## src/rtl/pipe_hazard_ctrl.sv

```systemverilog
// Pipeline buffer-register sequencing: load-use bubbles, redirect squash, dmem freeze, halt drain.
// Optional performance counters are enabled by defining PIPE_CTRL_PERF_EN.
module pipe_hazard_ctrl #(
    parameter int unsigned REG_ADDR_W   = 5,
    parameter int unsigned DRAIN_CYCLES = 3,
    parameter int unsigned CNT_W        = 32
) (
    input  logic                  clk,
    input  logic                  rst_n,
    input  logic [REG_ADDR_W-1:0] id_rs1,
    input  logic [REG_ADDR_W-1:0] id_rs2,
    input  logic                  id_use_rs1,
    input  logic                  id_use_rs2,
    input  logic                  id_halt,
    input  logic                  ex_memread,
    input  logic [REG_ADDR_W-1:0] ex_rd,
    input  logic                  ex_redirect,
    input  logic                  dmem_busy,
    output logic                  pc_en,
    output logic                  if_id_en,
    output logic                  if_id_flush,
    output logic                  id_ex_en,
    output logic                  id_ex_flush,
    output logic                  ex_mem_en,
    output logic                  mem_wb_en,
    output logic                  halted
`ifdef PIPE_CTRL_PERF_EN
    ,
    output logic [CNT_W-1:0]      perf_stall_cyc,
    output logic [CNT_W-1:0]      perf_flush_evt
`endif
);

    localparam int unsigned DRAIN_W = 3;

    typedef enum logic [1:0] {
        ST_RUN    = 2'd0,
        ST_DRAIN  = 2'd1,
        ST_HALTED = 2'd2
    } state_t;

    state_t               state, state_next;
    logic [DRAIN_W-1:0]   drain_cnt, drain_cnt_next;
    logic                 lu;

    assign lu = ex_memread && (ex_rd != '0) &&
                ((id_use_rs1 && (id_rs1 == ex_rd)) || (id_use_rs2 && (id_rs2 == ex_rd)));

    // Next state and stage controls; everything is forced low while reset is held.
    always_comb begin
        state_next     = state;
        drain_cnt_next = drain_cnt;
        pc_en          = 1'b0;
        if_id_en       = 1'b0;
        if_id_flush    = 1'b0;
        id_ex_en       = 1'b0;
        id_ex_flush    = 1'b0;
        ex_mem_en      = 1'b0;
        mem_wb_en      = 1'b0;
        case (state)
            ST_RUN: begin
                if (dmem_busy) begin
                    // full freeze
                end else if (ex_redirect) begin
                    pc_en       = 1'b1;
                    if_id_en    = 1'b1;
                    id_ex_en    = 1'b1;
                    ex_mem_en   = 1'b1;
                    mem_wb_en   = 1'b1;
                    if_id_flush = 1'b1;
                    id_ex_flush = 1'b1;
                end else if (lu) begin
                    id_ex_en    = 1'b1;
                    id_ex_flush = 1'b1;
                    ex_mem_en   = 1'b1;
                    mem_wb_en   = 1'b1;
                end else begin
                    pc_en     = 1'b1;
                    if_id_en  = 1'b1;
                    id_ex_en  = 1'b1;
                    ex_mem_en = 1'b1;
                    mem_wb_en = 1'b1;
                    if (id_halt) begin
                        state_next     = ST_DRAIN;
                        drain_cnt_next = DRAIN_W'(DRAIN_CYCLES - 1);
                    end
                end
            end
            ST_DRAIN: begin
                if_id_flush = 1'b1;
                if (!dmem_busy) begin
                    id_ex_en  = 1'b1;
                    ex_mem_en = 1'b1;
                    mem_wb_en = 1'b1;
                    if (drain_cnt == '0) state_next = ST_HALTED;
                    else                 drain_cnt_next = drain_cnt - DRAIN_W'(1);
                end
            end
            default: begin
                state_next = ST_HALTED;
            end
        endcase
        if (!rst_n) begin
            pc_en       = 1'b0;
            if_id_en    = 1'b0;
            if_id_flush = 1'b0;
            id_ex_en    = 1'b0;
            id_ex_flush = 1'b0;
            ex_mem_en   = 1'b0;
            mem_wb_en   = 1'b0;
        end
    end

    always_ff @(posedge clk or negedge rst_n) begin
        if (!rst_n) begin
            state     <= ST_RUN;
            drain_cnt <= '0;
            halted    <= 1'b0;
        end else begin
            state     <= state_next;
            drain_cnt <= drain_cnt_next;
            halted    <= (state_next == ST_HALTED);
        end
    end

`ifdef PIPE_CTRL_PERF_EN
    logic stall_inc, flush_inc;

    assign stall_inc = (state == ST_RUN) && (lu || dmem_busy);
    assign flush_inc = (state == ST_RUN) && !dmem_busy && ex_redirect;

    // Saturating event counters; only RUN cycles can increment, so HALTED freezes them.
    always_ff @(posedge clk or negedge rst_n) begin
        if (!rst_n) begin
            perf_stall_cyc <= '0;
            perf_flush_evt <= '0;
        end else begin
            if (stall_inc && (perf_stall_cyc != '1)) perf_stall_cyc <= perf_stall_cyc + CNT_W'(1);
            if (flush_inc && (perf_flush_evt != '1)) perf_flush_evt <= perf_flush_evt + CNT_W'(1);
        end
    end
`endif

endmodule

```

## config.mk

```make
export PLATFORM = sky130hd
export DESIGN_NAME = pipe_hazard_ctrl
export DESIGN_NICKNAME = d
export VERILOG_FILES = /design/src/rtl/pipe_hazard_ctrl.sv
export SDC_FILE = /design/constraint.sdc
export NUM_CORES = 1
export LEC_CHECK = 0
export BUFFER_PORTS_ARGS = -buffer_cell sky130_fd_sc_hd__clkbuf_2
export CAP_MARGIN = 20
export CORE_MARGIN = 2
export CORE_UTILIZATION = 41
export CTS_BUF_LIST = sky130_fd_sc_hd__clkbuf_4 sky130_fd_sc_hd__clkbuf_8
export CTS_CLUSTER_SIZE = 30
export DETAILED_ROUTE_END_ITERATION = 6
export PLACE_DENSITY = 0.82
export SLEW_MARGIN = 20
export SYNTH_ARGS = -nofsm -noshare
export SYNTH_HDL_FRONTEND = slang
export SYNTH_SLANG_ARGS = --single-unit
export TNS_END_PERCENT = 50
```

## constraint.sdc

```tcl
create_clock -name clk -period 1.95 [get_ports clk]
set_input_delay 0 -clock clk [delete_from_list [all_inputs] [get_ports clk]]
set_output_delay 0 -clock clk [all_outputs]
set_load 0.02 [all_outputs]
```

==> Word level (Yosys, flattened, before mapping) <==
Index checks and enable logic that the tools add are counted.
{ "totals": {"ff_bits": 6, "wordCells": 56, "out_inout_bits": 8} }
{ "classes": {"n_addsub": 1, "n_reduce_logical": 11, "muxes": 31, "n_eq_ne": 10} }
{ "ops": {"columns": ["cell", "count"], "rows": [
  ["$mux W3", 6],
  ["$mux W1", 16],
  ["$mux W2", 6],
  ["$ne A2 B2 Y1 const B", 6],
  ["$eq A5 B5 Y1", 2],
  ["$reduce_and A7 Y1", 1],
  ["$pmux W3 S2", 1],
  ["$reduce_bool A5 Y1", 1],
  ["$logic_and A1 B1 Y1", 4],
  ["$pmux W2 S2", 1],
  ["$logic_not A3 Y1", 1],
  ["$sub A3 B1 Y3 const B", 1],
  ["$eq A2 B1 Y1 const B", 1],
  ["$eq A2 B2 Y1 const B", 1],
  ["$logic_not A2 Y1", 1],
  ["$pmux W1 S2", 1],
  ["$reduce_bool A2 Y1", 1],
  ["$reduce_or A2 Y1", 1],
  ["$logic_or A1 B1 Y1", 1]
]} }

==> Longest topological paths before layout <==
{ "depth": {"word_depth": 9, "ltp_mapped": 7, "mapped_depth_nobuf": 7} }

==> Worst setup path after synthesis <==
OpenSTA, ideal clock, no wires.
{ "synth_timing": {"path_kind": "register -> output", "from": "reg state[1]", "to": "out pc_en", "path_buffers": 1, "stages_incl_launch_ff": 6, "slack_ns": 0.233, "arrival_ns": 1.717, "path_cell_list": "dfrtp_1 nor2_1 and2_1 nor2b_1 a21boi_1 buf_4"} }
{ "synth_between": {"elab_chain_len": 3} }
{ "synth_lines": {"columns": ["element", "line_no", "text"], "rows": [
  ["from (decl)", "42", "state_t state, state_next;"],
  ["from (signal assigned)", "120", "state <= state_next;"],
  ["$logic_not A2 Y1", null, null],
  ["$mux W1 (2 in a row)", null, null],
  ["to (decl)", "19", "output logic pc_en,"]
]} }
No other way between the ends.

==> Final worst setup path <==
{ "layout_timing": {"from": "reg state[1]", "to": "out pc_en"} }
{ "layout_between": {"elab_chain_len": 3} }
{ "layout_lines": {"columns": ["element", "line_no", "text"], "rows": [
  ["$logic_not A2 Y1", "60", "case (state)"],
  ["$mux W1", "60", null],
  ["$mux W1", "103", "if (!rst_n) begin"]
]} }
No other way between the ends.

==> results.yml <==
outcome:
  run_status: "finished clean"
clock_tree:
  h-tree-depth: 1
  cts_num_sinks: 6
  cts_hold_buf: 1
  cts_inserted_buffers: 3
  post_cts_resized: 0
  cts_tree: "done"
  cts_setup_buffers: 0
  clockBufferDepth: 2
  clkLatencyLatePin_ps: 250
  clk_pin_slew_ps: 50
  root_buffer: "clkbuf_4"
sta:
  fin_tns_setup_ps: 0
  hold_violations: 0
  period_share: 0.9052
  max_slew_margin: 0.7324
  max_freq_ghz: 0.5665
  rsz0062_at_grt: "no"
  period_minus_slack_ps: 1765
  fin_skew_ps: 9.027
  setup_ws_ps: 184.9
  worst_pin_slew_ps: 400.5
  drv_slew: 0
  setup_viol: 0
cells_and_area:
  final_common_cell: "clkbuf_2"
  seqCellArea_um2: 150.1
  multi_input_area_um2: 342.8
  drive_above_1_share: 0.3696
  final_area_um2: 709.4
  fill_cells: 119
  syn2layout_area_growth_pct: 32.79
  layout_common_cells: "clkbuf_2, xnor2_1, dfrtp_1, inv_1, nand2_1"
  finalNetCount: 119
  diodes: 0
logic_synthesis:
  synthesis.nets: 87
  synth_area_leader_cell: "dfrtp_1"
  yosys_register_bits: 6
  ys_top_cells_by_area: "dfrtp_1, xnor2_1, ha_1"
  netlist_instances: 62
  synth.distinct_cells: 24
  seq_area_frac_synth: 0.2810
  netlist_area_um2: 534.3
  synth.top_cell.area_share: 0.2810
  synth_area_per_cell_um2: 8.617
  yosys_warnings: 0
grt:
  grtUsageMet2: 0.3427
  grt_use_total: 0.1788
  antenna_found_initial: 0
  grt_max_degree: 10
  grt_pass1_vias: 477
  grt_first_pass_wirelength_um: 1911
  use_met1: 0.1739
  grt_busiest_layer: "met2"
  grt-ovfl-total: 0
  met3_usage: 0.05556
setup_path:
  r2r_cells: 5
  crit_slowest_cell: "dfrtp_1"
  worstSetupStartpointType: "flop"
  critPathKind: "flop to output pin"
  cp.arrival_ps: 1770
  timing.rr.start: "state[0]"
  cpPeakStageDelay_ps: 430
  critical_path.endpoint_type: "output pin"
  required_ps: 1950
  crit_fanout: 6
  rr_endpoint: "drain_cnt[0]"
  cp_cell_sequence: "nor2_1, and2_1, nor2b_1, a21boi_1, clkbuf_2"
  rrSetupSlack_ps: 250
hold_path:
  hold_end: "drain_cnt[1]"
  hold_start: "dmem_busy"
  min_delay_path_depth: 3
  hold_class: "input pin to flop"
floorplan:
  core-area_um2: 1252
  die_w_um: 40.10
  num_rows: 13
  ioPinCount: 31
  initial_core_util: 0.4266
  die_area_um2: 1608
  chipHeight_um: 40.10
detailed_routing:
  drt-initial-drc-count: 25
  dr.pass1.iters: 4
  viasPerCell: 5.224
  wl_per_cell_um: 11.70
  drc: 0
  drtAntennaViolNets: 0
  vias: 559
  routed_wl_um: 1252
pwr:
  peakVddDrop_v: 0.0003319
  p_leak_nw: 0.3588
  p_per_area_nw_per_um2: 887.5
placement:
  post-dp-hpwl_um: 1071
  io_buffers: 30
  routabilityCongestion: 0.8660
  place_area_um2: 676.9
  post-place-ws_ps: 324.9
job:
  maxCapViolations: 0
[worst max-delay path by stage]
stage	startpoint	slack (ps)	end
3_3_place_gp	state[0]	390	drain_cnt[0]
6_report	state[1]	180	pc_en
2_1_floorplan	state[1]	230	pc_en
3_5_place_dp	state[0]	320	drain_cnt[0]
4_1_cts	state[1]	190	pc_en
5_1_grt	state[1]	30	if_id_en
[cells by family (layout without fill, tap and decap cells)]
family          count (synthesis)  in the layout  synth area share
fa+ha+maj                       2              2           0.04683
buf+inv                         8             38           0.07727
compound gates                 14             14            0.1827
xor+xnor                       10             10            0.1639
mux                             1              1           0.02809
flops                           6              6            0.2810
simple gates                   21             21            0.2201
[cell type report]
type / count / area share
Tap cell: 15 / 0.02646
Multi-Input combinational cell: 48 / 0.4832
Sequential cell: 6 / 0.2116
Clock buffer: 3 / 0.03175
Timing Repair Buffer: 31 / 0.2258
Inverter: 4 / 0.02116
[Yosys cell counts]
cell / instances
o31ai_1: 1
mux2_4: 1
o311ai_1: 1
dfrtp_1: 6
nand3_1: 1
inv_1: 4
or4_1: 1
nand2b_1: 3
o22ai_1: 2
clkbuf_1: 1
nor3b_1: 3
ha_1: 2
nor2_1: 3
a31o_1: 1
a21boi_1: 1
a21o_1: 3
a21oi_1: 3
and2_1: 2
nand4_1: 3
buf_4: 3
nand2_1: 4
xnor2_1: 10
o21a_1: 2
nor2b_1: 1
[metal layers]
| metal | wire length [um] | vias up |
|---|---|---|
| met5 | 0 | - |
| met4 | 0 | 0 |
| met3 | 76 | 0 |
| met2 | 685 | 22 |
| met1 | 490 | 262 |
| li1 | - | 275 |
[critical path, delay by kind of cell (launching register included)]
family | cells | cell delay (ps)
flops | 1 | 430
simple gates | 3 | 660
buf+inv | 1 | 200
compound gates | 1 | 220
[report_power, final]
group	switching (mW)	internal [mW]	leakage, nW
logic	0.160	0.133	0.271
registers	0.0490	0.171	0.0741
clock network	0.0464	0.0697	0.0138
total	0.256	0.374	0.359
[state kept, by name, indices dropped and copies added (netlist names)]
name / count
state: 2
drain_cnt: 3
halted: 1
[metrics by stage]
stage	utilization	hold slack, ps	power (mW)	cells
after CTS	0.5664	98.41	0.6325	107
after detailed placement	0.5405	-156.1	0.5090	103
after floorplan	-	-295.6	0.4224	62
final	0.5664	92.83	0.6297	107
after global routing	0.5664	119.7	0.6778	107
after global placement	0.5405	-162.8	0.4980	103
Power figures use the tool's default switching activity.
